`src/rtl/stream_programmer_if.sv`:
```
// Byte-in / word-out bus between a UART receiver, the stream programmer and a
// word-wide memory write port.
interface stream_programmer_if #(
    parameter int UART_DATA_LENGTH     = 8,
    parameter int REGISTER_WIDTH       = 4,
    parameter int MEMORY_ADDRESS_WIDTH = 4
);
    logic                            active_i;
    logic [UART_DATA_LENGTH-1:0]     uart_data_i;
    logic                            data_valid_strb_i;
    logic [REGISTER_WIDTH-1:0]       data_o;
    logic [MEMORY_ADDRESS_WIDTH-1:0] addr_o;
    logic                            enable_write_memory_o;
    logic                            busy_o;
    logic                            full_o;
    logic                            overflow_o;
    logic [MEMORY_ADDRESS_WIDTH:0]   word_count_o;

    modport master (
        output active_i, uart_data_i, data_valid_strb_i,
        input  data_o, addr_o, enable_write_memory_o, busy_o, full_o, overflow_o, word_count_o
    );

    modport slave (
        input  active_i, uart_data_i, data_valid_strb_i,
        output data_o, addr_o, enable_write_memory_o, busy_o, full_o, overflow_o, word_count_o
    );
endinterface

```
`src/rtl/stream_programmer.sv`:
```
// Splits each received byte into K memory words (most-significant first) and
// writes them to consecutive addresses, one word per cycle.
//
// state | meaning
// IDLE  | waiting for a byte strobe
// WRITE | emitting the words of the captured byte
// FULL  | last address written (no wrap); further bytes are dropped
module stream_programmer #(
    parameter int UART_DATA_LENGTH     = 8,
    parameter int REGISTER_WIDTH       = 4,
    parameter int MEMORY_ADDRESS_WIDTH = 4,
    parameter bit WRAP_EN              = 1'b0
) (
    input  logic                clk_i,
    input  logic                reset_ni,
    stream_programmer_if.slave  bus
);
    localparam int K     = UART_DATA_LENGTH / REGISTER_WIDTH;
    localparam int IDX_W = (K > 1) ? $clog2(K) : 1;
    localparam logic [IDX_W-1:0]              LAST_IDX  = IDX_W'(K - 1);
    localparam logic [MEMORY_ADDRESS_WIDTH-1:0] ADDR_MAX = '1;
    localparam logic [MEMORY_ADDRESS_WIDTH:0]   COUNT_MAX = {1'b1, {MEMORY_ADDRESS_WIDTH{1'b0}}};

    typedef enum logic [1:0] {IDLE, WRITE, FULL} state_t;

    state_t                          state_q, state_d;
    logic [IDX_W-1:0]                idx_q, idx_d;
    logic [UART_DATA_LENGTH-1:0]     byte_q, byte_d;
    logic [MEMORY_ADDRESS_WIDTH-1:0] addr_q, addr_d;
    logic [MEMORY_ADDRESS_WIDTH:0]   count_q, count_d;
    logic                            full_q, full_d;
    logic                            ovf_q, ovf_d;

    always_ff @(posedge clk_i or negedge reset_ni) begin
        if (!reset_ni) begin
            state_q <= IDLE;
            idx_q   <= '0;
            byte_q  <= '0;
            addr_q  <= '0;
            count_q <= '0;
            full_q  <= 1'b0;
            ovf_q   <= 1'b0;
        end else begin
            state_q <= state_d;
            idx_q   <= idx_d;
            byte_q  <= byte_d;
            addr_q  <= addr_d;
            count_q <= count_d;
            full_q  <= full_d;
            ovf_q   <= ovf_d;
        end
    end

    always_comb begin
        state_d = state_q;
        idx_d   = idx_q;
        byte_d  = byte_q;
        addr_d  = addr_q;
        count_d = count_q;
        full_d  = full_q;
        ovf_d   = ovf_q;
        if (!bus.active_i) begin
            state_d = IDLE;
            idx_d   = '0;
            addr_d  = '0;
            count_d = '0;
            full_d  = 1'b0;
            ovf_d   = 1'b0;
        end else begin
            case (state_q)
                IDLE: begin
                    if (bus.data_valid_strb_i) begin
                        byte_d  = bus.uart_data_i;
                        idx_d   = '0;
                        state_d = WRITE;
                    end
                end
                WRITE: begin
                    addr_d = addr_q + 1'b1;
                    if (count_q != COUNT_MAX) count_d = count_q + 1'b1;
                    // Filling the last address ends the byte even mid-way through it
                    if (!WRAP_EN && addr_q == ADDR_MAX) begin
                        state_d = FULL;
                        full_d  = 1'b1;
                        idx_d   = '0;
                        if (bus.data_valid_strb_i) ovf_d = 1'b1;
                    end else if (idx_q == LAST_IDX) begin
                        if (bus.data_valid_strb_i) begin
                            byte_d = bus.uart_data_i;
                            idx_d  = '0;
                        end else begin
                            state_d = IDLE;
                        end
                    end else begin
                        idx_d = idx_q + 1'b1;
                        if (bus.data_valid_strb_i) ovf_d = 1'b1;
                    end
                end
                FULL: begin
                    if (bus.data_valid_strb_i) ovf_d = 1'b1;
                end
                default: state_d = IDLE;
            endcase
        end
    end

    always_comb begin
        bus.enable_write_memory_o = 1'b0;
        bus.data_o                = '0;
        bus.addr_o                = '0;
        bus.busy_o                = 1'b0;
        if (state_q == WRITE) begin
            bus.busy_o                = 1'b1;
            bus.enable_write_memory_o = bus.active_i;
            bus.addr_o                = addr_q;
            bus.data_o = REGISTER_WIDTH'(byte_q >> (REGISTER_WIDTH * (K - 1 - int'(idx_q))));
        end
        bus.full_o       = full_q;
        bus.overflow_o   = ovf_q;
        bus.word_count_o = count_q;
    end
endmodule

```
`src/flat_wrapper.sv`:
```
// flat-port wrapper written by rule: the top's interface ports become plain ports
module stream_programmer_flat 
#(
    parameter int UART_DATA_LENGTH     = 8,
    parameter int REGISTER_WIDTH       = 4,
    parameter int MEMORY_ADDRESS_WIDTH = 4,
    parameter bit WRAP_EN              = 1'b0
)
  (clk_i, reset_ni, bus_active_i, bus_uart_data_i, bus_data_valid_strb_i, bus_data_o, bus_addr_o, bus_enable_write_memory_o, bus_busy_o, bus_full_o, bus_overflow_o, bus_word_count_o);
  stream_programmer_if #(.UART_DATA_LENGTH(UART_DATA_LENGTH), .REGISTER_WIDTH(REGISTER_WIDTH), .MEMORY_ADDRESS_WIDTH(MEMORY_ADDRESS_WIDTH)) bus_i ();
  input  logic clk_i;
  input  logic reset_ni;
  input wire logic [$bits(bus_i.active_i)-1:0] bus_active_i;
  input wire logic [$bits(bus_i.uart_data_i)-1:0] bus_uart_data_i;
  input wire logic [$bits(bus_i.data_valid_strb_i)-1:0] bus_data_valid_strb_i;
  output wire logic [$bits(bus_i.data_o)-1:0] bus_data_o;
  output wire logic [$bits(bus_i.addr_o)-1:0] bus_addr_o;
  output wire logic [$bits(bus_i.enable_write_memory_o)-1:0] bus_enable_write_memory_o;
  output wire logic [$bits(bus_i.busy_o)-1:0] bus_busy_o;
  output wire logic [$bits(bus_i.full_o)-1:0] bus_full_o;
  output wire logic [$bits(bus_i.overflow_o)-1:0] bus_overflow_o;
  output wire logic [$bits(bus_i.word_count_o)-1:0] bus_word_count_o;
  assign bus_i.active_i = bus_active_i;
  assign bus_i.uart_data_i = bus_uart_data_i;
  assign bus_i.data_valid_strb_i = bus_data_valid_strb_i;
  assign bus_data_o = bus_i.data_o;
  assign bus_addr_o = bus_i.addr_o;
  assign bus_enable_write_memory_o = bus_i.enable_write_memory_o;
  assign bus_busy_o = bus_i.busy_o;
  assign bus_full_o = bus_i.full_o;
  assign bus_overflow_o = bus_i.overflow_o;
  assign bus_word_count_o = bus_i.word_count_o;
  stream_programmer #(.UART_DATA_LENGTH(UART_DATA_LENGTH), .REGISTER_WIDTH(REGISTER_WIDTH), .MEMORY_ADDRESS_WIDTH(MEMORY_ADDRESS_WIDTH), .WRAP_EN(WRAP_EN)) u_core (.clk_i(clk_i), .reset_ni(reset_ni), .bus(bus_i));
endmodule
```
`config.mk`:
```
export PLATFORM = sky130hd
export DESIGN_NAME = stream_programmer_flat
export DESIGN_NICKNAME = d
export VERILOG_FILES = /design/src/rtl/stream_programmer_if.sv /design/src/rtl/stream_programmer.sv /design/src/flat_wrapper.sv
export SDC_FILE = /design/constraint.sdc
export NUM_CORES = 1
export LEC_CHECK = 0
export CORE_UTILIZATION = 53
export CTS_BUF_LIST = sky130_fd_sc_hd__clkbuf_8
export DETAILED_ROUTE_END_ITERATION = 12
export GPL_ROUTABILITY_DRIVEN = 0
export GPL_TIMING_DRIVEN = 0
export PLACE_DENSITY_LB_ADDON = 0.1
export SLEW_MARGIN = 10
export SYNTH_ARGS = -nofsm -noshare
export SYNTH_HDL_FRONTEND = slang
export SYNTH_SLANG_ARGS = --single-unit
```
`constraint.sdc`:
```
create_clock -name clk_i -period 3.14 [get_ports clk_i]
set_clock_uncertainty 0.1 [all_clocks]
set_input_delay 0.628 -clock clk_i [delete_from_list [all_inputs] [get_ports clk_i]]
set_output_delay 0.628 -clock clk_i [all_outputs]
set_load 0.01 [all_outputs]
```
Word level (Yosys, flattened, before mapping)
Cells that the tools add are included.
Widths: inputs -> output; s select.
Word-level totals
  bits in registers: 22
  bits of input ports: 12
  output and inout port bits: 17
  logic and storage cells: 69
Cells by class
  add/subtract/negate cells: 4
  equality and inequality tests: 16
  shifts and indexed selects: 1
  muxes and demuxes: 33
  reduce and logical (&&, ||, !) cells: 8
Operator list (number)
  $shr 8x32->4: 1
  $mux 8: 3
  $mux 4: 4
  $pmux 8 s2: 1
  $mux 5: 3
  $mux 1: 14
  $mux 2: 5
  $ne 2x1->1 const B: 4
  $reduce_and 2->1: 4
  $reduce_and 4->1: 2
  $ne 3x1->1 const B: 2
  $pmux 2 s3: 1
  $add 5x1->5 const B: 1
  $ne 5x5->1 const B: 1
  $add 4x1->4 const B: 1
  $eq 4x4->1 const B: 1
  $ne 2x2->1 const B: 2
  $ne 4x2->1 const B: 1
  $ne 4x3->1 const B: 1
  $ne 4x4->1 const B: 1
  $pmux 1 s2: 2
  $ne 3x3->1 const B: 1
  $eq 2x1->1 const B: 1
  $eq 2x2->1 const B: 1
  4 further kinds: 4

Longest topological paths before layout
Gate-level depths: netlist of the first run.
  depth in word-level cells: 5
  depth in mapped cells: 5
  gate-level depth less buffers: 5

Worst setup path before layout of the first run
No wires, ideal clock.
  path type: input port to output port
  from: input port bus_active_i
  to: output port bus_enable_write_memory_o
  data arrival time: 1175 ps
  required time: 2412 ps
  path slack: 1237 ps
  stages: 3
  path buffers: 1
  cell sequence: buf_2 > clkinv_1 > nor2_1
Between the ends
  cells in the longest elaborated chain, start to end: 1
Ends and longest elaborated chain
  start: declaration: line flat_wrapper.sv:13  | input wire logic [$bits(bus_i.active_i)-1:0] bus_active_i;
  $mux 1: line stream_programmer.sv:112  | if (state_q == WRITE) begin
  end: declaration: line flat_wrapper.sv:18  | output wire logic [$bits(bus_i.enable_write_memory_o)-1:0] bus_enable_write_memory_o;
No other way between the ends.

Worst setup path in the final report of the first run
Ends and elaborated chain as after synthesis.

==> run metrics, run 1 <==
outcome finished, final reports clean; Post-Route Setup TNS 0 ns; chip width 47.8 um; Reg clk slew, reported paths 0.08 ns; Syn-to-layout area delta 32.0%; CP arrival 2.32 ns; Crit Path Category in -> out; Remaining DRCs 0; worst-skew pair later-pin latency 0.26 ns; post-DP HPWL 1.58 mm; slowest stage cell on the critical path clkdlybuf4s50_1; number of flops mapped to enable cells by yosys 0; pins over their slew limit 0; die area 0.00228 sq mm; post-layout total power 634 uW; I/O pin count 29; worst hold slack 0.401 ns; Pre-antenna DRT Iters 4; Starting Density 56.6%; core footprint 0.00196 sq mm; Worst Max-Slew Pin Slew 1.00 ns; CP Data Required Time 2.41 ns; synth warn 0; DRT antenna net count 0; crit-path max FO 10; postcts setup bufs 0; maximum clock rate 328 MHz; diodes inserted 0; DR vias/cell 5.56; cts repair resizes 0; Cell Area, Synth 0.00111 sq mm; WL/cell 14.2 um; Leakage Power 0.616 nW; RSZ-0062 raised after global routing no; Hold-fix buffers, CTS 0; CTS tree built; CTS Buf Count 3; syn avg cell area 10.7 sq um; Cell Count, Final, Fillers Out 162; final hold vios 0; Final Net Count 152; Final period util 97.0%; fill count 165; All-Layer GR Usage 22.4%; number of global-route vias before repair 743; # setup viols final 0; FF/Latch Area 551 sq um; Clock Tree Root clkbuf_8; layout cell share with drive strength beyond 1 14.1%; ys flop type dfrtp_1; Peak supply drop 0.000294 V; Cell Rows 16; largest net degree at the start of global routing 23; final core occ 74.7%; Slew headroom 32.9%; Syn Nets 119; Yosys reg bits 22; clk sinks 22; Die Ht 47.8 um; Syn Inst Count 104; via count 900; post-route minimum period 3.05 ns; Hold Path Class reg -> reg; initial antenna violation count 0; power per cell area 432 mW/mm^2; clk buf depth 2; CP endpoint kind output pin; max cap viols 0; post-placement cell count 159; most frequent cells in the layout 28 x clkdlybuf4s50_1, 22 x dfrtp_1, 10 x nor2_1; Multi-input gate area 523 sq um; CTS HTree Levels 1; sequential-to-total area share from yosys stat 49.5%; worst path cell trace clkdlybuf4s50_1 -> buf_2 -> clkinv_1 -> nor2_1 -> clkdlybuf4s50_1; CP startpoint kind input pin; CP dominant cell by count clkdlybuf4s50_1; Port Buffer Count 28; final wirelength 2.30 mm; post-synth cell types 31; Post-synth ARST share 100%; CP peak stage delay 0.54 ns; Initial DRC Count 18; global route overflow 0; commonest non-fill, non-tap cell in the layout clkdlybuf4s50_1; first-pass GRT wire length 3.38 mm
-- per-layer routing --
layer	global-route usage (%)	vias up	wire [um]
met1	29.8	448	1050
met4	10.0	0	37
met2	36.2	21	1150
met3	3.40	5	72
met5	0	-	0
li1	-	426	-
-- path summary, 6_finish.rpt --
check | startpoint | to | slack [ns] | cells past startpoint
worst max-delay path | bus_active_i | bus_enable_write_memory_o | 0.09 | 5
max in group asynchronous | reset_ni | u_core.addr_q[1] | 1.52 | 1
worst max register to register | u_core.addr_q[0] | u_core.byte_q[1] | 1.41 | 4
worst min register to register | u_core.bus.full_o | u_core.bus.full_o | 0.40 | 1
min in group asynchronous | reset_ni | u_core.byte_q[3] | 0.81 | 1
worst min-delay path | u_core.bus.full_o | u_core.bus.full_o | 0.40 | 1
-- Yosys cell counts, drive strengths merged, types with 3 or more instances --
| cell type | count | area [sq um] |
|---|---|---|
| nor2 | 10 | 37.5 |
| a21oi | 8 | 51.3 |
| inv | 4 | 15.0 |
| nand2 | 8 | 30.0 |
| nand3b | 3 | 22.5 |
| o21ai | 5 | 25.0 |
| ha | 3 | 37.5 |
| mux2i | 6 | 60.1 |
| dfrtp | 22 | 551 |
| buf | 3 | 15.0 |
| mux2 | 8 | 90.1 |
-- critical path, delay by kind of cell --
family | cells | cell delay [ns]
buffers and inverters | 4 | 1.51
and+or+nand+nor | 1 | 0.18
-- cell families after synthesis --
family | share of synthesized area (%)
flip-flops | 49.5
buffers and inverters | 3.38
adder cells (fa/ha/maj) | 3.38
multiplexers | 13.5
XOR/XNOR | 1.58
AO/OA/AOI/OAI | 11.5
AND/OR/NAND/NOR | 17.1
-- state kept, by name, summed over array words and instances, names as in the netlist --
signal                   cells
u_core.addr_q                4
u_core.bus.full_o            1
u_core.bus.overflow_o        1
u_core.bus.word_count_o      5
u_core.byte_q                8
u_core.idx_q                 1
u_core.state_q               2
-- power by group --
group,leakage (nW),switching (mW),internal [mW]
Clock,0.0216,0.0909,0.0858
Sequential,0.285,0.0193,0.313
Combinational,0.310,0.0541,0.0713
Total,0.616,0.164,0.470
-- cell type report --
class                           count  area share (%)
Timing Repair Buffer               28            19.1
Clock buffer                        3            2.82
Tap cell                           27            2.30
Inverter                            6            1.54
Buffer                              3            1.02
Multi-Input combinational cell     73            35.7
Sequential cell                    22            37.5
-- stage by stage --
stage / instance area (sq um) / worst slack [ns]
after floorplan: 1110 / 1.24
after global placement: 1430 / 0.175
after detailed placement: 1430 / 0.139
after CTS: 1470 / 0.107
after global routing: 1470 / 0.0337
final: 1470 / 0.0937
Note: power is estimated with default switching activity, not from simulation.
==> run 2: changes to the inputs <==
--- a/config.mk
+++ b/config.mk
@@ -5,10 +5,10 @@
 export SDC_FILE = /design/constraint.sdc
 export NUM_CORES = 1
 export LEC_CHECK = 0
+export CAP_MARGIN = 20
 export CORE_UTILIZATION = 53
 export CTS_BUF_LIST = sky130_fd_sc_hd__clkbuf_8
 export DETAILED_ROUTE_END_ITERATION = 12
-export GPL_ROUTABILITY_DRIVEN = 0
 export GPL_TIMING_DRIVEN = 0
 export PLACE_DENSITY_LB_ADDON = 0.1
 export SLEW_MARGIN = 10
==> run metrics, run 2 (synthesis results as in run 1) <==
worst-skew pair later-pin latency 0.26 ns (about the same); final wirelength 2.30 mm (-0.13%); clk sinks 22 (unchanged); max cap viols 0 (unchanged); Slew headroom 73.6% (+41 points); clock power share 27.6% (-0.3 points); Hold-fix buffers, CTS 0 (unchanged); post-route minimum period 3.04 ns (-0.00757 ns); gr busiest metal met2; CTS tree built; worst hold slack 0.401 ns (-0.000650 ns); number of global-route vias before repair 743 (unchanged); Design Area, Final 0.00148 sq mm (+1.0%); CTS Buf Count 3 (unchanged); cts repair resizes 0 (unchanged); Pre-antenna DRT Iters 4 (unchanged); postcts setup bufs 0 (unchanged); I/O pin count 29 (unchanged); Port Buffer Count 28 (unchanged); Clock Tree Root clkbuf_8; global route overflow 0 (unchanged); CTS HTree Levels 1 (unchanged); Crit Path Category in -> out; post-DP HPWL 1.58 mm (unchanged); DRT antenna net count 0 (unchanged); Starting Density 56.6% (unchanged); Post-Route Setup TNS 0 ns (unchanged); chip width 47.8 um (unchanged); Cell Count, Final, Fillers Out 163 (+0.62%); die area 0.00228 sq mm (unchanged); Syn-to-layout area delta 33.3%; RSZ-0062 raised after global routing no; first-pass GRT wire length 3.38 mm (unchanged); # setup viols final 0 (unchanged); most frequent cells in the layout 28 x clkdlybuf4s50_1, 22 x dfrtp_1, 10 x nor2_1; CP arrival 2.31 ns (about the same); Seq pwr share 52.3% (about the same); CP startpoint kind input pin; layout cell share with drive strength beyond 1 14.7% (+0.63 points); maximum clock rate 329 MHz (+0.25%); Leakage Power 0.624 nW (+1.2%); WL/cell 14.1 um (-0.74%); post-placement cell count 159 (unchanged); power per cell area 428 mW/mm^2 (-0.94%); DR vias/cell 5.63 (+1.4%); outcome finished, final reports clean; diodes inserted 0 (unchanged); clk buf depth 2 (unchanged); Hold Path Class reg -> reg; CP Data Required Time 2.41 ns (about the same); initial antenna violation count 0 (unchanged); met1 usage 29.8% (unchanged); Initial DRC Count 19 (+1); grt met2 use 36.2% (unchanged); commonest non-fill, non-tap cell in the layout clkdlybuf4s50_1; max reg flops 8 (unchanged); CP endpoint kind output pin; core footprint 0.00196 sq mm (unchanged); Final period util 96.8% (-0.24 points); combinational share of power 20.1% (+0.3 points); Final Net Count 153 (+0.66%); fill count 161 (-2.4%); Reg clk slew, reported paths 0.08 ns (about the same); Worst Max-Slew Pin Slew 0.392 ns (-0.611 ns); Psw 163 uW (-0.69%); Die Ht 47.8 um (unchanged); pins over their slew limit 0 (unchanged); via count 918 (+2.0%); Pint 471 uW (+0.34%); Placer Congestion 0.785; final hold vios 0 (unchanged); GR Util met3 3.40% (unchanged); Net Sw Frac 25.7% (-0.20 points); Remaining DRCs 0 (unchanged); DP Area 0.00143 sq mm (unchanged); Cell Rows 16 (unchanged); Largest Register u_core.byte_q; All-Layer GR Usage 22.4% (unchanged); crit-path max FO 10 (unchanged); Peak supply drop 0.000295 V (+0.41%); largest net degree at the start of global routing 23 (unchanged)
## run 2: changes by cell type in the layout (fill, tap and decap cells not counted)
| cell | previous run | this run |
|---|---|---|
| buf_8 | 0 | 1 |
## run 2: layout make-up
| type | count | area, sq um | area share (%) |
|---|---|---|---|
| Sequential cell | 22 | 551 | 37.2 |
| Buffer | 3 | 15.0 | 1.01 |
| Clock buffer | 3 | 41.3 | 2.79 |
| Multi-Input combinational cell | 73 | 523 | 35.3 |
| Inverter | 6 | 22.5 | 1.52 |
| Tap cell | 27 | 33.8 | 2.28 |
| Timing Repair Buffer | 29 | 295 | 19.9 |
## run 2: critical path, stage by stage
cell and delay [ns]:
clkdlybuf4s50_1 0.50, buf_2 0.21, clkinv_1 0.26, nor2_1 0.17, clkdlybuf4s50_1 0.54
## run 2: metrics by stage
step | util [%] | setup slack [ns] | total power [mW]
finish | 75.5 | 0.101 | 0.634
global route | 75.5 | 0.0337 | 0.664
CTS | 74.7 | 0.107 | 0.637
detailed placement | 72.6 | 0.139 | 0.462
global placement | 72.6 | 0.175 | 0.456
floorplan | - | 1.24 | 0.404
## run 2: worst paths after layout
kind,from,endpoint,slack [ns],cells past startpoint
setup / recovery,bus_active_i,bus_enable_write_memory_o,0.10,5
hold / removal,u_core.bus.full_o,u_core.bus.full_o,0.40,1
setup reg to reg,u_core.addr_q[0],u_core.byte_q[1],1.41,4
hold reg to reg,u_core.bus.full_o,u_core.bus.full_o,0.40,1
max in group asynchronous,reset_ni,u_core.byte_q[2],2.07,2
min in group asynchronous,reset_ni,u_core.bus.word_count_o[3],0.48,1
## run 2: routing by layer
metal	up-vias	routed length (um)
li1	428	-
met1	458	1020
met2	27	1160
met3	5	84
met4	0	37
met5	-	0
## run 2: power by group through the flow
stage	clock network, mW	logic (mW)	registers [mW]
detailed placement	0	0.125	0.337
global route	0.188	0.140	0.336
finish	0.175	0.127	0.332
global placement	0	0.121	0.335
CTS	0.177	0.127	0.332
floorplan	0	0.0706	0.333
==> run 3: changes to the inputs <==
--- a/config.mk
+++ b/config.mk
@@ -6,7 +6,7 @@
 export NUM_CORES = 1
 export LEC_CHECK = 0
 export CAP_MARGIN = 20
-export CORE_UTILIZATION = 53
+export CORE_UTILIZATION = 50
 export CTS_BUF_LIST = sky130_fd_sc_hd__clkbuf_8
 export DETAILED_ROUTE_END_ITERATION = 12
 export GPL_TIMING_DRIVEN = 0
==> constraint.sdc (replaced) <==
create_clock -name clk_i -period 3.1 [get_ports clk_i]
set_clock_uncertainty 0.1 [all_clocks]
set_input_delay 0.62 -clock clk_i [delete_from_list [all_inputs] [get_ports clk_i]]
set_output_delay 0.62 -clock clk_i [all_outputs]
set_load 0.01 [all_outputs]
==> run metrics, run 3 (synthesis results as in run 1) <==
outcome finished, final reports clean; Cell Rows 16 (unchanged); met2 routed WL 1.02 mm (-12%); met3 wire len 74 um (-12%); max cap viols 0 (unchanged); clk buf depth 2 (unchanged); Starting Density 55.0% (-1.7 points); Crit Path Category in -> out; Final Net Count 153 (unchanged); DP Area 0.00143 sq mm (unchanged); largest net degree at the start of global routing 23 (unchanged); Max Used Layer met4; post-DP HPWL 1.47 mm (-6.6%); number of global-route vias before repair 809 (+8.9%); CP Data Required Time 2.38 ns (-0.03 ns); clk sinks 22 (unchanged); I/O pin count 29 (unchanged); Placer Congestion 0.747 (-4.8%); Multi-input gate area 523 sq um (unchanged); Syn-to-layout area delta 33.0%; diodes inserted 0 (unchanged); Leakage Power 0.623 nW (-0.22%); wl on met1 995 um (-2.1%); CP arrival 2.25 ns (-0.06 ns); Die Ht 49.1 um (+2.8%); chip width 49.1 um (+2.8%); die area 0.00241 sq mm (+5.8%); WL/cell 12.9 um (-8.6%); worst-skew pair later-pin latency 0.25 ns (about the same); CTS tree built; Clock Tree Root clkbuf_8; FF/Latch Area 551 sq um (unchanged); Hold Path Class reg -> reg; post-route minimum period 2.97 ns; # setup viols final 0 (unchanged); Reg clk slew, reported paths 0.07 ns (about the same); Remaining DRCs 0 (unchanged); initial antenna violation count 0 (unchanged); RSZ-0062 raised after global routing no; cts repair resizes 0 (unchanged); Slew headroom 68.8% (-4.8 points); fill count 145 (-9.9%); max reg flops 8 (unchanged); All-Layer GR Usage 19.5% (-2.9 points); DRT antenna net count 0 (unchanged); Hold-fix buffers, CTS 0 (unchanged); CTS Buf Count 3 (unchanged); CP startpoint kind input pin; core footprint 0.00202 sq mm (+3.1%); Largest Register u_core.byte_q; commonest non-fill, non-tap cell in the layout clkdlybuf4s50_1; most frequent cells in the layout 28 x clkdlybuf4s50_1, 22 x dfrtp_1, 10 x nor2_1; via count 883 (-3.8%); pins over their slew limit 0 (unchanged); layout cell share with drive strength beyond 1 14.7% (unchanged); Final period util 95.9%; postcts setup bufs 0 (unchanged); Initial DRC Count 9 (-10); Worst Max-Slew Pin Slew 0.467 ns (+0.0744 ns); Port Buffer Count 28 (unchanged); first-pass GRT wire length 3.64 mm (+7.7%); maximum clock rate 336 MHz; final wirelength 2.10 mm (-8.6%); Design Area, Final 0.00148 sq mm (-0.25%); Pre-antenna DRT Iters 4 (unchanged); Post-Route Setup TNS 0 ns (unchanged); CP endpoint kind output pin; CTS HTree Levels 1 (unchanged); power per cell area 428 mW/mm^2 (about the same); DR vias/cell 5.42 (-3.8%); Peak supply drop 0.000401 V (+36%); crit-path max FO 10 (unchanged); final hold vios 0 (unchanged); global route overflow 0 (unchanged)
run 3: report_power, final:
part / internal, mW / leakage, nW / switching [mW]
sequential: 0.317 / 0.285 / 0.0187
combinational: 0.0732 / 0.316 / 0.0525
clock: 0.0865 / 0.0216 / 0.0854
run 3: final cells by class:
type | count | area share (%)
Clock buffer | 3 | 2.79
Tap cell | 27 | 2.29
Sequential cell | 22 | 37.3
Buffer | 3 | 1.02
Timing Repair Buffer | 29 | 19.7
Multi-Input combinational cell | 73 | 35.4
Inverter | 6 | 1.52
run 3: final timing paths:
kind	startpoint	to	slack, ns	depth (start not counted)
worst max-delay path	bus_active_i	bus_enable_write_memory_o	0.13	5
worst min-delay path	u_core.bus.full_o	u_core.bus.full_o	0.40	1
worst max register to register	u_core.addr_q[0]	u_core.byte_q[1]	1.43	4
worst min register to register	u_core.bus.full_o	u_core.bus.full_o	0.40	1
max in group asynchronous	reset_ni	u_core.idx_q	1.85	2
min in group asynchronous	reset_ni	u_core.bus.word_count_o[4]	0.58	1
run 3: metrics by stage:
stage / setup slack (ns) / instances / hold WS, ns / utilization [%] / total power, mW
floorplan: 1.21 / 104 / 0.224 / - / 0.409
global route: 0.0192 / 163 / 0.426 / 73.1 / 0.666
CTS: 0.127 / 162 / 0.403 / 72.5 / 0.638
finish: 0.128 / 163 / 0.397 / 73.1 / 0.633
detailed placement: 0.129 / 159 / 0.386 / 70.5 / 0.466
global placement: 0.134 / 159 / 0.378 / 70.5 / 0.462
run 3: worst max-delay path: stages:
cell and delay (ns):
clkdlybuf4s50_1 0.47, buf_2 0.21, clkinv_1 0.25, nor2_1 0.16, clkdlybuf4s50_1 0.54
run 3: per-layer routing:
layer	GRT usage, %	up-vias
li1	-	425
met1	27.5	435
met2	31.5	21
met3	2.80	2
met4	4.41	0
met5	0	-
